<file path="config.mk">
export PLATFORM = sky130hd
export DESIGN_NAME = rcn_uart_master
export DESIGN_NICKNAME = d
export VERILOG_FILES = /design/src/rtl/rcn_uart_master.sv
export SDC_FILE = /design/constraint.sdc
export NUM_CORES = 1
export LEC_CHECK = 0
export CAP_MARGIN = 20
export CELL_PAD_IN_SITES_DETAIL_PLACEMENT = 0
export CELL_PAD_IN_SITES_GLOBAL_PLACEMENT = 2
export CORE_ASPECT_RATIO = 0.6
export CORE_MARGIN = 1.5
export CORE_UTILIZATION = 35
export DETAILED_ROUTE_END_ITERATION = 8
export PLACE_DENSITY = 0.77
export SLEW_MARGIN = 5
export SYNTH_ARGS = -nofsm -noshare
export SYNTH_HDL_FRONTEND = slang
export SYNTH_SLANG_ARGS = --single-unit
</file>
<file path="constraint.sdc">
create_clock -name clk -period 2.9 [get_ports clk]
set_input_delay 0.29 -clock clk [delete_from_list [all_inputs] [get_ports clk]]
set_output_delay 0.29 -clock clk [all_outputs]
set_load 0.05 [all_outputs]
</file>
<file path="src/rtl/rcn_uart_master.sv">
// rcn_uart_master: bridges a UART byte stream to the RCN ring as a bus master.
// A host sends binary command frames. Each frame becomes one single-word RCN
// read or write. The bridge returns an ACK byte, plus four data bytes for reads,
// or a NAK byte.
// Optional feature: define RCN_UART_MASTER_TIMEOUT_EN to add the inter-byte
// timeout and the response timeout.
// Also contains rcn_master, the ring initiator used by the bridge.

`timescale 1ns/1ps

// rcn_master: inserts one request into the ring and strips responses addressed to it.
// Packet: [68] valid, [67] request, [66] wr, [65:60] id, [59:56] mask,
//         [55:34] addr[23:2], [33:32] seq, [31:0] data.
module rcn_master #(
  parameter int MASTER_ID = 0
) (
  input  logic        rst,
  input  logic        clk,
  input  logic [68:0] rcn_in,
  output logic [68:0] rcn_out,
  input  logic        cs,
  input  logic [1:0]  seq,
  output logic        busy,
  input  logic        wr,
  input  logic [3:0]  mask,
  input  logic [21:0] word_addr,
  input  logic [31:0] wdata,
  output logic        rdone,
  output logic        wdone,
  output logic [1:0]  rsp_seq,
  output logic [31:0] rsp_data
);

  localparam logic [5:0] MY_ID = 6'(MASTER_ID);

  logic [68:0] rin;
  logic [68:0] rout;
  logic        my_resp;
  logic        req_valid;
  logic [68:0] req;
  logic        resp_vld;
  logic        resp_wr;
  logic [1:0]  resp_seq;
  logic [31:0] resp_data;

  assign my_resp   = rin[68] && !rin[67] && (rin[65:60] == MY_ID);
  assign busy      = rin[68] && !my_resp;
  assign req_valid = cs && !busy;
  assign req       = {1'b1, 1'b1, wr, MY_ID, mask, word_addr, seq, wdata};
  assign rcn_out   = rout;

  // Ring stage: insert our request into an empty slot, remove our responses, forward the rest.
  // NOTE: sequential state is updated with non-blocking assignments so every
  // register samples pre-edge values, independent of statement order.
  always_ff @(posedge clk or posedge rst) begin
    if (rst) begin
      rin  <= '0;
      rout <= '0;
    end else begin
      rin  <= rcn_in;
      rout <= req_valid ? req : (my_resp ? 69'd0 : rin);
    end
  end

  // Capture the fields of a response addressed to this master for one cycle.
  always_ff @(posedge clk or posedge rst) begin
    if (rst) begin
      resp_vld  <= 1'b0;
      resp_wr   <= 1'b0;
      resp_seq  <= '0;
      resp_data <= '0;
    end else begin
      resp_vld  <= my_resp;
      resp_wr   <= rin[66];
      resp_seq  <= rin[33:32];
      resp_data <= rin[31:0];
    end
  end

  assign rdone    = resp_vld && !resp_wr;
  assign wdone    = resp_vld && resp_wr;
  assign rsp_seq  = resp_seq;
  assign rsp_data = resp_data;

endmodule

module rcn_uart_master #(
  parameter int          MASTER_ID    = 0,
  parameter logic [23:0] BYTE_TIMEOUT = 24'd5000000,
  parameter logic [15:0] RSP_TIMEOUT  = 16'd4096
) (
  input  logic        clk,
  input  logic        rst_n,
  input  logic [68:0] rcn_in,
  output logic [68:0] rcn_out,
  input  logic        rx_vld,
  input  logic [7:0]  rx_data,
  output logic        tx_vld,
  output logic [7:0]  tx_data,
  input  logic        tx_ready,
  output logic        active,
  output logic        rx_overrun
);

  localparam logic [7:0] ACK_BYTE = 8'h06;
  localparam logic [7:0] NAK_BYTE = 8'h15;
  localparam logic [3:0] OP_READ  = 4'h1;
  localparam logic [3:0] OP_WRITE = 4'h2;

  typedef enum logic [2:0] {
    S_IDLE, S_ADDR, S_DATA, S_ISSUE, S_WAIT, S_RSP, S_NAK
  } state_t;

  state_t      state;
  logic        cmd_wr;
  logic [3:0]  cmd_mask;
  logic [21:0] word_addr;   // address bits [23:2]; bits [1:0] are always issued as 0
  logic [31:0] wdata;
  logic [1:0]  byte_cnt;
  logic [1:0]  seq;         // next sequence number to issue
  logic [1:0]  cur_seq;     // sequence number of the outstanding request
  logic [31:0] rdata;
  logic [2:0]  rsp_left;    // data bytes still to send after the current tx byte

  logic        cs;
  logic        busy;
  logic        rdone;
  logic        wdone;
  logic [1:0]  rsp_seq;
  logic [31:0] rsp_data;
  logic        rsp_hit;
  logic        rx_ok;

`ifdef RCN_UART_MASTER_TIMEOUT_EN
  logic [23:0] byte_tmr;
  logic [15:0] rsp_tmr;
`endif

  assign cs      = (state == S_ISSUE) && !busy;
  assign rsp_hit = (rdone || wdone) && (rsp_seq == cur_seq);
  assign rx_ok   = (state == S_IDLE) || (state == S_ADDR) || (state == S_DATA);

  rcn_master #(.MASTER_ID(MASTER_ID)) u_master (
    .rst       (!rst_n),
    .clk       (clk),
    .rcn_in    (rcn_in),
    .rcn_out   (rcn_out),
    .cs        (cs),
    .seq       (seq),
    .busy      (busy),
    .wr        (cmd_wr),
    .mask      (cmd_mask),
    .word_addr (word_addr),
    .wdata     (wdata),
    .rdone     (rdone),
    .wdone     (wdone),
    .rsp_seq   (rsp_seq),
    .rsp_data  (rsp_data)
  );

  // Frame parser, transaction sequencer and response serializer.
  // NOTE: the asynchronous reset clears every control and datapath register,
  // so the FSM and all outputs reach a known state as soon as rst_n falls.
  always_ff @(posedge clk or negedge rst_n) begin
    if (!rst_n) begin
      state      <= S_IDLE;
      cmd_wr     <= 1'b0;
      cmd_mask   <= '0;
      word_addr  <= '0;
      wdata      <= '0;
      byte_cnt   <= '0;
      seq        <= '0;
      cur_seq    <= '0;
      rdata      <= '0;
      rsp_left   <= '0;
      tx_vld     <= 1'b0;
      tx_data    <= '0;
      active     <= 1'b0;
      rx_overrun <= 1'b0;
`ifdef RCN_UART_MASTER_TIMEOUT_EN
      byte_tmr   <= '0;
      rsp_tmr    <= '0;
`endif
    end else begin
      rx_overrun <= rx_vld && !rx_ok;
`ifdef RCN_UART_MASTER_TIMEOUT_EN
      // Timers clear unless a state below keeps counting; any transition clears them.
      byte_tmr   <= '0;
      rsp_tmr    <= '0;
`endif
      case (state)
        S_IDLE: begin
          if (rx_vld) begin
            cmd_wr   <= (rx_data[7:4] == OP_WRITE);
            cmd_mask <= rx_data[3:0];
            byte_cnt <= '0;
            active   <= 1'b1;
            if ((rx_data[7:4] == OP_READ) || (rx_data[7:4] == OP_WRITE)) begin
              state <= S_ADDR;
            end else begin
              state   <= S_NAK;
              tx_vld  <= 1'b1;
              tx_data <= NAK_BYTE;
            end
          end
        end

        S_ADDR: begin
          if (rx_vld) begin
            case (byte_cnt)
              2'd0:    word_addr[21:14] <= rx_data;
              2'd1:    word_addr[13:6]  <= rx_data;
              default: word_addr[5:0]   <= rx_data[7:2];
            endcase
            if (byte_cnt == 2'd2) begin
              byte_cnt <= '0;
              state    <= cmd_wr ? S_DATA : S_ISSUE;
            end else begin
              byte_cnt <= byte_cnt + 2'd1;
            end
          end
`ifdef RCN_UART_MASTER_TIMEOUT_EN
          else if (byte_tmr == BYTE_TIMEOUT) begin
            state  <= S_IDLE;
            active <= 1'b0;
          end else begin
            byte_tmr <= byte_tmr + 24'd1;
          end
`endif
        end

        S_DATA: begin
          if (rx_vld) begin
            wdata    <= {wdata[23:0], rx_data};
            byte_cnt <= byte_cnt + 2'd1;
            if (byte_cnt == 2'd3) begin
              state <= S_ISSUE;
            end
          end
`ifdef RCN_UART_MASTER_TIMEOUT_EN
          else if (byte_tmr == BYTE_TIMEOUT) begin
            state  <= S_IDLE;
            active <= 1'b0;
          end else begin
            byte_tmr <= byte_tmr + 24'd1;
          end
`endif
        end

        S_ISSUE: begin
          if (!busy) begin
            cur_seq <= seq;
            seq     <= seq + 2'd1;
            state   <= S_WAIT;
          end
`ifdef RCN_UART_MASTER_TIMEOUT_EN
          else if (rsp_tmr == RSP_TIMEOUT) begin
            cur_seq <= seq;
            seq     <= seq + 2'd1;
            state   <= S_NAK;
            tx_vld  <= 1'b1;
            tx_data <= NAK_BYTE;
          end else begin
            rsp_tmr <= rsp_tmr + 16'd1;
          end
`endif
        end

        S_WAIT: begin
          if (rsp_hit) begin
            rdata    <= rsp_data;
            rsp_left <= rdone ? 3'd4 : 3'd0;
            state    <= S_RSP;
            tx_vld   <= 1'b1;
            tx_data  <= ACK_BYTE;
          end
`ifdef RCN_UART_MASTER_TIMEOUT_EN
          else if (rsp_tmr == RSP_TIMEOUT) begin
            state   <= S_NAK;
            tx_vld  <= 1'b1;
            tx_data <= NAK_BYTE;
          end else begin
            rsp_tmr <= rsp_tmr + 16'd1;
          end
`endif
        end

        S_RSP: begin
          if (tx_ready) begin
            if (rsp_left == 3'd0) begin
              tx_vld <= 1'b0;
              state  <= S_IDLE;
              active <= 1'b0;
            end else begin
              tx_data  <= rdata[31:24];
              rdata    <= {rdata[23:0], 8'h00};
              rsp_left <= rsp_left - 3'd1;
            end
          end
        end

        S_NAK: begin
          if (tx_ready) begin
            tx_vld <= 1'b0;
            state  <= S_IDLE;
            active <= 1'b0;
          end
        end

        default: begin
          state  <= S_IDLE;
          tx_vld <= 1'b0;
          active <= 1'b0;
        end
      endcase
    end
  end

endmodule
</file>
Word-level counts from Yosys, hierarchy flattened
Cells that the tools add are included.

storage, ports and cells
  register bits after elaboration = 288
  bits of input ports = 81
  output and inout port bits = 80
  logic and storage cells = 137

operators by class
  add/sub/neg operators = 3
  equal/unequal tests = 24
  muxes and demuxes = 44
  bitwise logic cells = 4
  reductions and logical operators = 40

operators with widths
  operator              count
  $mux W69              2
  $mux W32              3
  $pmux W32 S2          1
  $mux W3               15
  $mux W8               5
  $pmux W8 S3           1
  $pmux W3 S7           1
  $ne A2 B2 Y1 const B  10
  $reduce_and A10 Y1    1
  $eq A3 B3 Y1 const B  3
  $logic_and A1 B1 Y1   9
  $reduce_and A3 Y1     3
  $mux W1               8
  $mux W2               4
  $reduce_and A4 Y1     2
  $reduce_and A7 Y1     1
  $eq A3 B2 Y1 const B  2
  $logic_not A3 Y1      2
  $logic_not A6 Y1      1
  $pmux W2 S3           1
  $pmux W3 S2           1
  $reduce_and A2 Y1     3
  $reduce_and A6 Y1     1
  $reduce_bool A3 Y1    2
  other kinds (20)      33

Depth between registers and ports, before layout
  word-level depth = 9
  depth in mapped cells = 9
  depth with buffers taken out = 7

Modules after synthesis
From an unflattened synthesis, not the netlist that was laid out.

second synthesis, totals
  cell total of the unflattened synthesis = 811
  area, all modules = 11003.1 µm²

modules (own cells, without submodules)
  module           instances  cells an instance  area an instance (µm²)  seq. area each (µm²)
  rcn_master       1          403                6090.8                  4354.2
  rcn_uart_master  1          408                4912.2                  2852.7

Worst setup path after synthesis
OpenSTA, ideal clock, no wires.

  path type = register to register
  start = register u_master.rin[63]
  end = register cur_seq[1]
  library setup time = 0.125 ns
  data arrival time = 1.924 ns
  required time = 2.775 ns
  slack = 0.851 ns
  stages on the path, launching flop included = 7
  path buffers = 2
  clock period less this slack = 2.049 ns
  cells stage by stage = dfrtp_1 > or4_4 > o41ai_4 > nor2b_1 > buf_4 > buf_6 > mux2_2

between the ends
  word-level cells in the longest chain between the ends = 6

RTL lines
  item                         RTL line  RTL
  start, declared              36        logic [68:0] rin;
  start signal, assigned       60        rin <= rcn_in;
  $logic_not A6 Y1             46        assign my_resp = rin[68] && !rin[67] && (rin[65:60] == MY_ID);
  $logic_and A1 B1 Y1          46
  $logic_not A1 Y1             47        assign busy = rin[68] && !my_resp;
  $logic_and A1 B1 Y1          47
  $not A1 Y1 (no line)         n/a
  $reduce_and A2 Y1 (no line)  n/a
  end signal, assigned         252       cur_seq <= seq;
  end, declared                121       logic [1:0] cur_seq;

No other way between the ends.
A chain may end at the register's enable or synchronous reset.

Final worst setup path
  start = register u_master.rin[63]
  end = register u_master.rout[23], in the netlist u_master.rcn_out[23]

between the ends
  word-level cells in the longest chain between the ends = 8
  elaborated cells between the ends (all ways) = 9
  those cells by class = mux: 2; reduce/logical: 7

RTL lines
  item                   RTL line  RTL
  $logic_not A6 Y1 *     46
  $logic_and A1 B1 Y1 *  46
  $logic_not A1 Y1       47
  $logic_and A1 B1 Y1    47
  $logic_not A1 Y1       48, 139
  $logic_and A1 B1 Y1    139       assign cs = (state == S_ISSUE) && !busy;
  $logic_and A1 B1 Y1    48        assign req_valid = cs && !busy;
  $mux W69 *             61        rout <= req_valid ? req : (my_resp ? 69'd0 : rin);
  end signal, assigned   61
  end, declared          37        logic [68:0] rout;

Mark *: on every way between the ends. The rest lies on a longest branch, timed or not.

==> results.sh <==
export IMPL_status="complete, no violations"
export IMPL_final_nets=1053
export IMPL_layout_worst_path_cycle_share=0.789
export IMPL_grt_overflow_total=0
export IMPL_viasPerCell=4.60
export IMPL_ctsHoldBuffers=1
export IMPL_clock_path_buffers=3
export IMPL_reg2reg_slack_ns=0.61
export IMPL_cts_htree_levels=1
export IMPL_dr_pass1_iters=4
export IMPL_clkTransAtPathRegs_ns=0.07
export IMPL_hold_worst_slack_ns=0.167
export IMPL_ff_latch_area_sq_um=7210
export IMPL_place_inst=1307
export IMPL_coreArea_sq_um=28800
export IMPL_p_total_mw=12.9
export IMPL_tightest_slew_ns=0.692
export IMPL_finalNonFillerCells=1362
export IMPL_start_util=0.356
export IMPL_insertion_delay_ns=0.56
export IMPL_slew_headroom=0.532
export IMPL_dieArea_sq_um=30400
export IMPL_syn_nets=881
export IMPL_r2r_cells=5
export IMPL_cts_setup_buffers=0
export IMPL_hpwl_microns=16200
export IMPL_io_buffers=160
export IMPL_routed_wl_microns=24100
export IMPL_grt_util_met1=0.257
export IMPL_grt_util_met3=0.0416
export IMPL_holdCritStartpoint="rcn_in[52]"
export IMPL_crit_path_end_kind="register"
export IMPL_cts_sinks=288
export IMPL_clkPwrFrac=0.306
export IMPL_critPathLaunchType="register"
export IMPL_cts_tree="done"
export IMPL_remaining_drc_errors=0
export IMPL_nFillCells=2631
export IMPL_critPathArrivalTime_ns=2.70
export IMPL_synth_top_area_frac=0.702
export IMPL_crit_start="u_master.rin[63]"
export IMPL_grt_use_total=0.165
export IMPL_finalClockSkew_ns=0.0180
export IMPL_p_sw_frac=0.317
export IMPL_crit_type="register to register"
export IMPL_grt_pass1_wl_microns=37900
export IMPL_yosysWarnings=0
export IMPL_grt_busiest_layer="met1"
export IMPL_grt_pass1_vias=6417
export IMPL_numCtsBuffers=29
export IMPL_cts_resized=0
export IMPL_syn_inst=792
export IMPL_min_period_ns=2.29
export IMPL_critPathCapture="u_master.rcn_out[23]"
export IMPL_antennaDiodeCount=0
export IMPL_setup_violations=0
export IMPL_synth_edf_count=0
export IMPL_p_comb_frac=0.256
export IMPL_p_leak_nw=6.12
export IMPL_max_freq_mhz=437
export IMPL_die_w_microns=224
export IMPL_synth_distinct_cells=47
export IMPL_netlist_area_sq_um=10300
export IMPL_die_y_microns=136
export IMPL_avgSynthCellArea_sq_um=13.0
export IMPL_synth_area_top_cells="dfrtp_1, mux2_2, nand2_1"
export IMPL_ys_seq_elements=288
export IMPL_drive_above_1_share=0.143
export IMPL_grt_setup_unrepaired="false"
export IMPL_grt_antenna_before_repair=1
export IMPL_ant_nets=0
export IMPL_grt_max_degree=89
export IMPL_ios=161
export IMPL_r2r_end="u_master.rcn_out[23]"
export IMPL_power_density_nw_per_um2=960
export IMPL_via_count=6260
export IMPL_use_met2=0.228
export IMPL_max_cap_viol_count=0
export IMPL_reg2reg_from="u_master.rin[63]"
export IMPL_synth_ff_type="dfrtp_1"
export IMPL_async_flop_share=1.00
export IMPL_cts_root_buf="clkbuf_16"
export IMPL_p_int_mw=8.78
export IMPL_p_sw_mw=4.09
export IMPL_vdd_drop_max_mv=0.419
export IMPL_wl_per_cell_microns=17.7
export IMPL_finalHoldViolations=0
export IMPL_path_max_fanout=65
export IMPL_p_seq_frac=0.438
export IMPL_gp_congestion=0.759
export IMPL_tns_ns=0
export IMPL_report_final_slew_viol_count=0
export IMPL_yosysSeqAreaShare=0.702
export IMPL_cp_required_ns=3.31
export IMPL_hold_path_class="input pin to register"
export IMPL_core_rowCount=48
export IMPL_drtIter0Drc=381
export IMPL_yosysTopAreaCell="dfrtp_1"
export IMPL_multi_input_area_sq_um=2780
export IMPL_area_growth_pct=30.5
[logic make-up (layout without fill, tap and decap cells)]
logic type / count (synthesis) / after routing / synth area share
buf+inv: 56 / 251 / 0.0284
xor+xnor: 5 / 5 / 0.00499
fa+ha+maj: 8 / 8 / 0.00975
compound gates: 132 / 132 / 0.0752
flops: 288 / 288 / 0.702
mux: 87 / 87 / 0.0923
simple gates: 216 / 216 / 0.0877
[power groups by stage]
stage / Sequential [mW] / Clock (mW) / Combinational [mW]
after floorplan: 6.23 / 0 / 1.58
after global placement: 5.70 / 0 / 3.29
after detailed placement: 5.71 / 0 / 3.32
after CTS: 5.66 / 4.05 / 3.34
after global routing: 5.79 / 4.22 / 3.61
final: 5.64 / 3.94 / 3.29
[placed cells by master, fill, tap and decap left out, types with 5 or more instances in the layout]
cell and n:
nand2_1 172, clkbuf_16 29, clkbuf_1 5, buf_4 14, o21ai_1 6, a21oi_1 6
clkdlybuf4s50_1 159, nor2b_1 9, o21ai_0 93, clkbuf_8 7, inv_1 14, mux2i_1 25
mux2_2 61, a22o_1 6, nand3_1 5, dfrtp_1 288, ha_1 8, nor2_1 10
buf_12 8, clkinv_2 7
[critical path, cell delays in order (launching register included)]
cell and delay [ns]:
dfrtp_1 0.37, or4_4 0.55, o41ai_4 0.29, nor2b_4 0.41, buf_12 0.29, o21ai_0 0.19
[layout make-up]
| type | count | share of cell area |
|---|---|---|
| Sequential cell | 288 | 0.538 |
| Multi-Input combinational cell | 448 | 0.208 |
| Timing Repair Buffer | 183 | 0.140 |
| Clock buffer | 41 | 0.0627 |
| Tap cell | 375 | 0.0350 |
| Clock inverter | 13 | 0.0129 |
| Inverter | 14 | 0.00392 |
[cells in the mapped netlist, drive strengths merged (2+ instances only)]
library cell,count
a31oi,3
nand3,5
or4,2
nor2,10
o22a,2
a211o,2
buf,18
a22o,6
inv,14
ha,8
xnor2,4
clkbuf,24
o21ai,99
a21oi,6
mux2,62
nor4bb,2
mux2i,25
nand2b,3
nor2b,10
nor3,4
a221o,3
nand2,173
dfrtp,288
o31ai,3
[flip-flops by register name (all words and copies together), names as in the netlist, 3 cells and up]
register,flops
u_master.rcn_out,69
rsp_left,3
wdata,32
u_master.rin,69
tx_data,8
state,3
cmd_mask,4
word_addr,22
u_master.rsp_data,32
rdata,32
[how the worst min path moves through the flow]
stage | slack, ns | cells after the start | end
after floorplan | -0.006 | 0 | active
after global placement | 0.36 | 1 | u_master.rcn_out[62]
after detailed placement | 0.36 | 1 | u_master.rcn_out[62]
after CTS | 0.14 | 1 | u_master.rin[52]
after global routing | 0.15 | 1 | u_master.rin[52]
final | 0.17 | 1 | u_master.rin[52]
[metal layers]
| metal | wire (microns) | up-vias |
|---|---|---|
| met4 | 404 | 0 |
| li1 | - | 2998 |
| met2 | 9750 | 138 |
| met1 | 12500 | 3095 |
| met5 | 0 | - |
| met3 | 1430 | 29 |
[stage by stage]
stage | cell area, sq um | worst slack [ns] | utilization
final | 13400 | 0.613 | 0.465
after global routing | 13400 | 0.416 | 0.465
after CTS | 13400 | 0.535 | 0.465
after detailed placement | 12400 | 0.535 | 0.430
after global placement | 12400 | 0.565 | 0.430
after floorplan | 10300 | 0.851 | -
Power figures use the tool's default switching activity.
